$ cat config.mk
export PLATFORM = sky130hd
export DESIGN_NAME = boid_draw_scheduler
export DESIGN_NICKNAME = d
export VERILOG_FILES = /design/src/rtl/boid_video_pkg.sv /design/src/rtl/pixel_addr_calc.sv /design/src/rtl/boid_draw_scheduler.sv
export SDC_FILE = /design/constraint.sdc
export NUM_CORES = 1
export LEC_CHECK = 0
export BUFFER_PORTS_ARGS = -buffer_cell sky130_fd_sc_hd__buf_4
export CORE_MARGIN = 4
export CORE_UTILIZATION = 48
export DETAILED_ROUTE_END_ITERATION = 8
export HOLD_SLACK_MARGIN = 0.08
export MAX_ROUTING_LAYER = met4
export PLACE_DENSITY = 0.67
export REMOVE_ABC_BUFFERS = 1
export SLEW_MARGIN = 20
export SYNTH_ARGS = -nofsm -noshare
export SYNTH_HDL_FRONTEND = slang
export SYNTH_SLANG_ARGS = --single-unit
$ cat constraint.sdc
create_clock -name clock -period 16.85 [get_ports clock]
set_clock_uncertainty 0.2 [all_clocks]
set_input_delay 2.5275 -clock clock [delete_from_list [all_inputs] [get_ports clock]]
set_output_delay 2.5275 -clock clock [all_outputs]
set_load 0.03 [all_outputs]
$ cat src/rtl/boid_video_pkg.sv
// Shared video constants, colour indices, scheduler state encoding and the
// framebuffer write payload used by the boid rendering path.
package boid_video_pkg;

  localparam int unsigned VIDEO_WIDTH           = 640;
  localparam int unsigned VIDEO_HEIGHT          = 480;
  localparam int unsigned PIXEL_COUNT           = VIDEO_WIDTH * VIDEO_HEIGHT;
  localparam int unsigned PIXEL_ADDRESS_WIDTH   = 20;
  localparam int unsigned PALETTE_ADDRESS_WIDTH = 9;
  localparam int unsigned X_WIDTH               = 10;
  localparam int unsigned Y_WIDTH               = 9;

  localparam logic [PALETTE_ADDRESS_WIDTH-1:0] BOID_COLOR = 9'd255;
  localparam logic [PALETTE_ADDRESS_WIDTH-1:0] BG_COLOR   = 9'd0;

  typedef enum logic [2:0] {
    ST_IDLE  = 3'd0,
    ST_FETCH = 3'd1,
    ST_LATCH = 3'd2,
    ST_ERASE = 3'd3,
    ST_DRAW  = 3'd4,
    ST_NEXT  = 3'd5,
    ST_DONE  = 3'd6
  } draw_state_e;

  typedef struct packed {
    logic [PIXEL_ADDRESS_WIDTH-1:0]   addr;
    logic [PALETTE_ADDRESS_WIDTH-1:0] color;
  } fb_write_t;

  // True when the coordinate lies inside the visible frame.
  function automatic logic in_bounds(input logic [X_WIDTH-1:0] x,
                                     input logic [Y_WIDTH-1:0] y);
    return (32'(x) < VIDEO_WIDTH) && (32'(y) < VIDEO_HEIGHT);
  endfunction

endpackage

$ cat src/rtl/pixel_addr_calc.sv
// Linear framebuffer address x + 640*y built from shifts and adds only.
module pixel_addr_calc
  import boid_video_pkg::*;
(
  input  logic [X_WIDTH-1:0]             x,
  input  logic [Y_WIDTH-1:0]             y,
  output logic [PIXEL_ADDRESS_WIDTH-1:0] addr_c
);

  // 640*y = 512*y + 128*y
  assign addr_c = PIXEL_ADDRESS_WIDTH'(x)
                + (PIXEL_ADDRESS_WIDTH'(y) << 9)
                + (PIXEL_ADDRESS_WIDTH'(y) << 7);

endmodule

$ cat src/rtl/boid_draw_scheduler.sv
// Per-frame sequencer: walks every boid, erases last frame's pixel and draws
// the new one through the single framebuffer write port.
module boid_draw_scheduler
  import boid_video_pkg::*;
#(
  parameter int unsigned NUM_BOIDS = 16
) (
  input  logic                             clock,
  input  logic                             reset,
  input  logic                             frame_start,
  output logic                             boid_rd_en,
  output logic [$clog2(NUM_BOIDS)-1:0]     boid_idx,
  input  logic [X_WIDTH-1:0]               boid_x,
  input  logic [Y_WIDTH-1:0]               boid_y,
  output logic                             wr_valid,
  input  logic                             wr_ready,
  output logic [PIXEL_ADDRESS_WIDTH-1:0]   wr_addr,
  output logic [PALETTE_ADDRESS_WIDTH-1:0] wr_color,
  output logic                             busy,
  output logic                             frame_done,
  output logic                             overrun
);

  localparam int unsigned IDX_W = $clog2(NUM_BOIDS);
  localparam logic [IDX_W-1:0] LAST_IDX = IDX_W'(NUM_BOIDS - 1);

  draw_state_e state, state_next;
  logic [IDX_W-1:0]               idx, idx_next;
  logic [PIXEL_ADDRESS_WIDTH-1:0] new_addr, new_addr_next;
  logic                           on_screen, on_screen_next;
  logic [PIXEL_ADDRESS_WIDTH-1:0] old_addr [NUM_BOIDS];
  logic [NUM_BOIDS-1:0]           old_valid;

  logic [PIXEL_ADDRESS_WIDTH-1:0] calc_addr;
  logic                           calc_on;
  logic                           rd_en_next, wr_valid_next, busy_next, done_next, overrun_next;
  fb_write_t                      wr_next;

  pixel_addr_calc u_addr (
    .x      (boid_x),
    .y      (boid_y),
    .addr_c (calc_addr)
  );

  assign calc_on = in_bounds(boid_x, boid_y);

  // Next state plus the registered-output image of that next state.
  always_comb begin
    state_next     = state;
    idx_next       = idx;
    new_addr_next  = new_addr;
    on_screen_next = on_screen;
    wr_next        = '{addr: wr_addr, color: wr_color};
    overrun_next   = overrun | (frame_start && (state != ST_IDLE));

    case (state)
      ST_IDLE: begin
        if (frame_start) begin
          state_next = ST_FETCH;
          idx_next   = '0;
        end
      end
      ST_FETCH: state_next = ST_LATCH;
      ST_LATCH: begin
        new_addr_next  = calc_addr;
        on_screen_next = calc_on;
        // An unchanged on-screen pixel is simply redrawn, never erased first.
        if (old_valid[idx] && !(calc_on && (calc_addr == old_addr[idx]))) begin
          state_next = ST_ERASE;
        end else if (calc_on) begin
          state_next = ST_DRAW;
        end else begin
          state_next = ST_NEXT;
        end
      end
      ST_ERASE: begin
        if (wr_ready) begin
          state_next = on_screen ? ST_DRAW : ST_NEXT;
        end
      end
      ST_DRAW: begin
        if (wr_ready) begin
          state_next = ST_NEXT;
        end
      end
      ST_NEXT: begin
        if (idx == LAST_IDX) begin
          state_next = ST_DONE;
        end else begin
          state_next = ST_FETCH;
          idx_next   = idx + IDX_W'(1);
        end
      end
      ST_DONE: state_next = ST_IDLE;
      default: state_next = ST_IDLE;
    endcase

    rd_en_next    = (state_next == ST_FETCH);
    wr_valid_next = (state_next == ST_ERASE) || (state_next == ST_DRAW);
    busy_next     = state_next inside {ST_FETCH, ST_LATCH, ST_ERASE, ST_DRAW, ST_NEXT};
    done_next     = (state_next == ST_DONE);
    if (state_next == ST_ERASE) begin
      wr_next = '{addr: old_addr[idx_next], color: BG_COLOR};
    end else if (state_next == ST_DRAW) begin
      wr_next = '{addr: new_addr_next, color: BOID_COLOR};
    end
  end

  always_ff @(posedge clock or posedge reset) begin
    if (reset) begin
      state      <= ST_IDLE;
      idx        <= '0;
      new_addr   <= '0;
      on_screen  <= 1'b0;
      boid_rd_en <= 1'b0;
      boid_idx   <= '0;
      wr_valid   <= 1'b0;
      wr_addr    <= '0;
      wr_color   <= '0;
      busy       <= 1'b0;
      frame_done <= 1'b0;
      overrun    <= 1'b0;
    end else begin
      state      <= state_next;
      idx        <= idx_next;
      new_addr   <= new_addr_next;
      on_screen  <= on_screen_next;
      boid_rd_en <= rd_en_next;
      boid_idx   <= idx_next;
      wr_valid   <= wr_valid_next;
      wr_addr    <= wr_next.addr;
      wr_color   <= wr_next.color;
      busy       <= busy_next;
      frame_done <= done_next;
      overrun    <= overrun_next;
    end
  end

  // Last-drawn pixel per boid; off-screen boids leave nothing to erase.
  always_ff @(posedge clock or posedge reset) begin
    if (reset) begin
      old_valid <= '0;
      for (int i = 0; i < NUM_BOIDS; i++) begin
        old_addr[i] <= '0;
      end
    end else begin
      if ((state == ST_DRAW) && wr_ready) begin
        old_addr[idx]  <= new_addr;
        old_valid[idx] <= 1'b1;
      end
      if ((state == ST_NEXT) && !on_screen) begin
        old_valid[idx] <= 1'b0;
      end
    end
  end

endmodule

==> impl_metrics.toml <==
[synthesis]
async_flop_share_pct = 100.0
synth.most_common_cell = "dfrtp_1"
synth.distinct_cells = 68
synth_seq_cells = 390
synth_top_cell_area_share_pct = 45.19
ys_seq_area_share_pct = 45.19
syn-mean-instance-area_um2 = 11.47
netlist_top_cells_area = "dfrtp_1 (45%), mux2_2 (18%), mux2i_1 (6.9%)"
yosysTopAreaCell = "dfrtp_1"
synth_top_cells_by_count = "dfrtp_1 (390), mux2_2 (344), nand2_1 (332)"
synth_edf_count = 0
syn-cell-area_mm2 = 0.02160
synth.yosys.warnings = 0
syn_inst = 1882
synth_top_flop_cell = "dfrtp_1"

[cts]
cts_max_level = 2
cts_root_buffer = "clkbuf_16"
insertion_delay_ns = 0.55
clock_path_buffers = 3
numCtsBuffers = 42
hold_buffers = 0
numClockSinks = 390
clk_pin_slew_ns = 0.06
cts_tree = "done"
cts-resized-gates = 0
post-cts-setup-buffer-count = 0

[die]
start_util_pct = 48.73
die_w_um = 220.1
core_mm2 = 0.04432
io_pins = 61
die_y_um = 220.1
die-area_mm2 = 0.04845
rows = 77

[min_path]
hold_start = "overrun"
worstHoldPathType = "reg -> reg"
holdPathStages = 1

[finish]
finish.utilization_pct = 53.24
fin_nets = 1896
area_growth_pct = 9.258
layout-drive-gt1-share_pct = 30.24
diodes = 0

[detailed_routing]
drc = 0
post_drt_wl_per_cell_um = 26.20
viasPerCell = 6.426
routed_wl_um = 64560
dr.pass1.iters = 7
routed-via-count = 15830
antenna_left = 0
drt_iter0_drc = 1701

[power_and_ir_drop]
pwr_density_cell_mw_per_mm2 = 147.9
p_sw_share_pct = 39.73
p_int_uw = 2103
p_leak_uw = 0.01077
p_clk_share_pct = 25.3
seqPwrFrac_pct = 37.0
p_comb_share_pct = 37.7
power_uw = 3490
switching_power_uw = 1386
vdd_drop_max_mv = 0.1242

[worst_setup_path]
cp_max_fo = 24
startpoint_type = "primary input"
worstPathArrival_ns = 6.47
timing.rr.start = "idx[0]"
setup.worst_path.start = "boid_x[9]"
setup.worst_path.class = "in -> reg"
worstRegToRegCells = 12
cp-end-kind = "register"
worstPathRequired_ns = 17.12

[grt]
antenna_found_initial = 1
grt_pass1_wl_um = 98440
gr-total-overflow = 0
grt_max_degree = 113
grt_pass1_vias = 15900
grt_usage_pct = 27.64

[status]
status = "finished, final reports clean"

[placed_design]
globalplace.congestion = 0.9141
port_buffers = 59
hpwl_um = 37860

[sta]
setup_viol = 0
rsz0062_at_grt = "false"
tightestPinTransition_ns = 1.151
min_period_ns = 6.199
finalHoldViolCount = 0
slew_headroom_pct = 22.75
slew_viol_final = 0
timing.fmax_ghz = 0.1613
period_share_pct = 36.79

[job]
drv_cap = 0
## power by group through the flow
stage          clock network (uW)  registers (uW)  logic, uW
3_5_place_dp                    0            1300       1290
3_3_place_gp                    0            1300       1270
6_report                      883            1290       1320
5_1_grt                       937            1310       1400
4_1_cts                       898            1290       1300
2_1_floorplan                   0            1320        841
## placed cells by master (no fill, tap or decap), types with 7 or more instances in the layout
master	n
o21ai_0	16
clkbuf_16	43
dfrtp_1	388
o32ai_1	22
and3_1	82
nor2_1	24
xnor2_1	26
clkbuf_1	11
xor2_1	7
a22o_1	11
a21oi_1	29
nand2_1	326
inv_1	14
mux2i_1	148
mux2_2	344
a221oi_1	32
nor3_1	7
a31oi_1	59
mux4_2	54
ha_1	21
nand3_1	10
clkbuf_8	8
buf_4	86
a22oi_1	10
## metrics by stage
stage / cells / instance area (um^2) / hold slack, ns / setup slack [ns] / TNS [ns]
after detailed placement: 2398 / 22310 / 0.2510 / 10.23 / 0
after global routing: 2464 / 23600 / 0.2717 / 10.50 / 0
after global placement: 2397 / 22290 / 0.2474 / 10.29 / 0
final: 2464 / 23600 / 0.2584 / 10.65 / 0
after CTS: 2464 / 23590 / 0.2584 / 10.80 / 0
after floorplan: 1717 / 20800 / 0.2723 / -0.3098 / -5.954
## worst max-delay path, stage by stage
cell	delay, ns
buf_4	0.12
fa_1	0.57
ha_1	0.24
a211oi_1	0.30
o21bai_1	0.15
o22a_1	0.27
a311oi_1	0.98
xor2_1	0.21
nand2_1	0.14
o21ai_4	0.14
buf_4	0.53
mux2i_1	0.26
## sequential cells by signal, indices dropped and copies added (netlist names), named ones only
name / cells
wr_color: 1
state: 3
overrun: 1
old_valid: 15
frame_done: 1
new_addr: 20
idx: 4
busy: 1
boid_rd_en: 1
wr_addr: 20
on_screen: 1
old_addr: 320
wr_valid: 1
## kinds of logic (layout without fill, tap and decap cells)
kind of cell	Yosys count	in the layout	share of synthesized area (%)
fa+ha+maj	23	23	1.402
compound gates	212	212	7.080
xor+xnor	33	33	1.338
flops	390	390	45.19
other cells	1	1	0.01736
buf+inv	184	174	4.015
simple gates	488	488	9.919
mux	551	551	31.04
## layer usage
| metal | vias up | GRT usage, % | part of all wire, % |
|---|---|---|---|
| met5 | - | - | 0 |
| met4 | 0 | 11.85 | 4.8 |
| met3 | 211 | 6.040 | 9.1 |
| met2 | 812 | 42.57 | 46 |
| met1 | 8031 | 35.54 | 40 |
| li1 | 6779 | - | - |
## cell type report
type	count	area, um^2
multi-input cells	1308	11030
flip-flops and latches	390	9767
fillers	3824	20720
clock buffers	62	1227
well taps	592	740.7
inverters	19	81.33
repair buffers	89	696.9
clock inverters	4	48.80
## final timing paths
path | end | slack [ns]
min | overrun | 0.26
max in group asynchronous | idx[1] | 12.92
max | wr_addr[14] | 10.65
min in group asynchronous | old_addr[42] | 1.90
max reg2reg | wr_addr[4] | 11.41
min reg2reg | overrun | 0.26
Note: power is estimated with default switching activity, not from simulation.
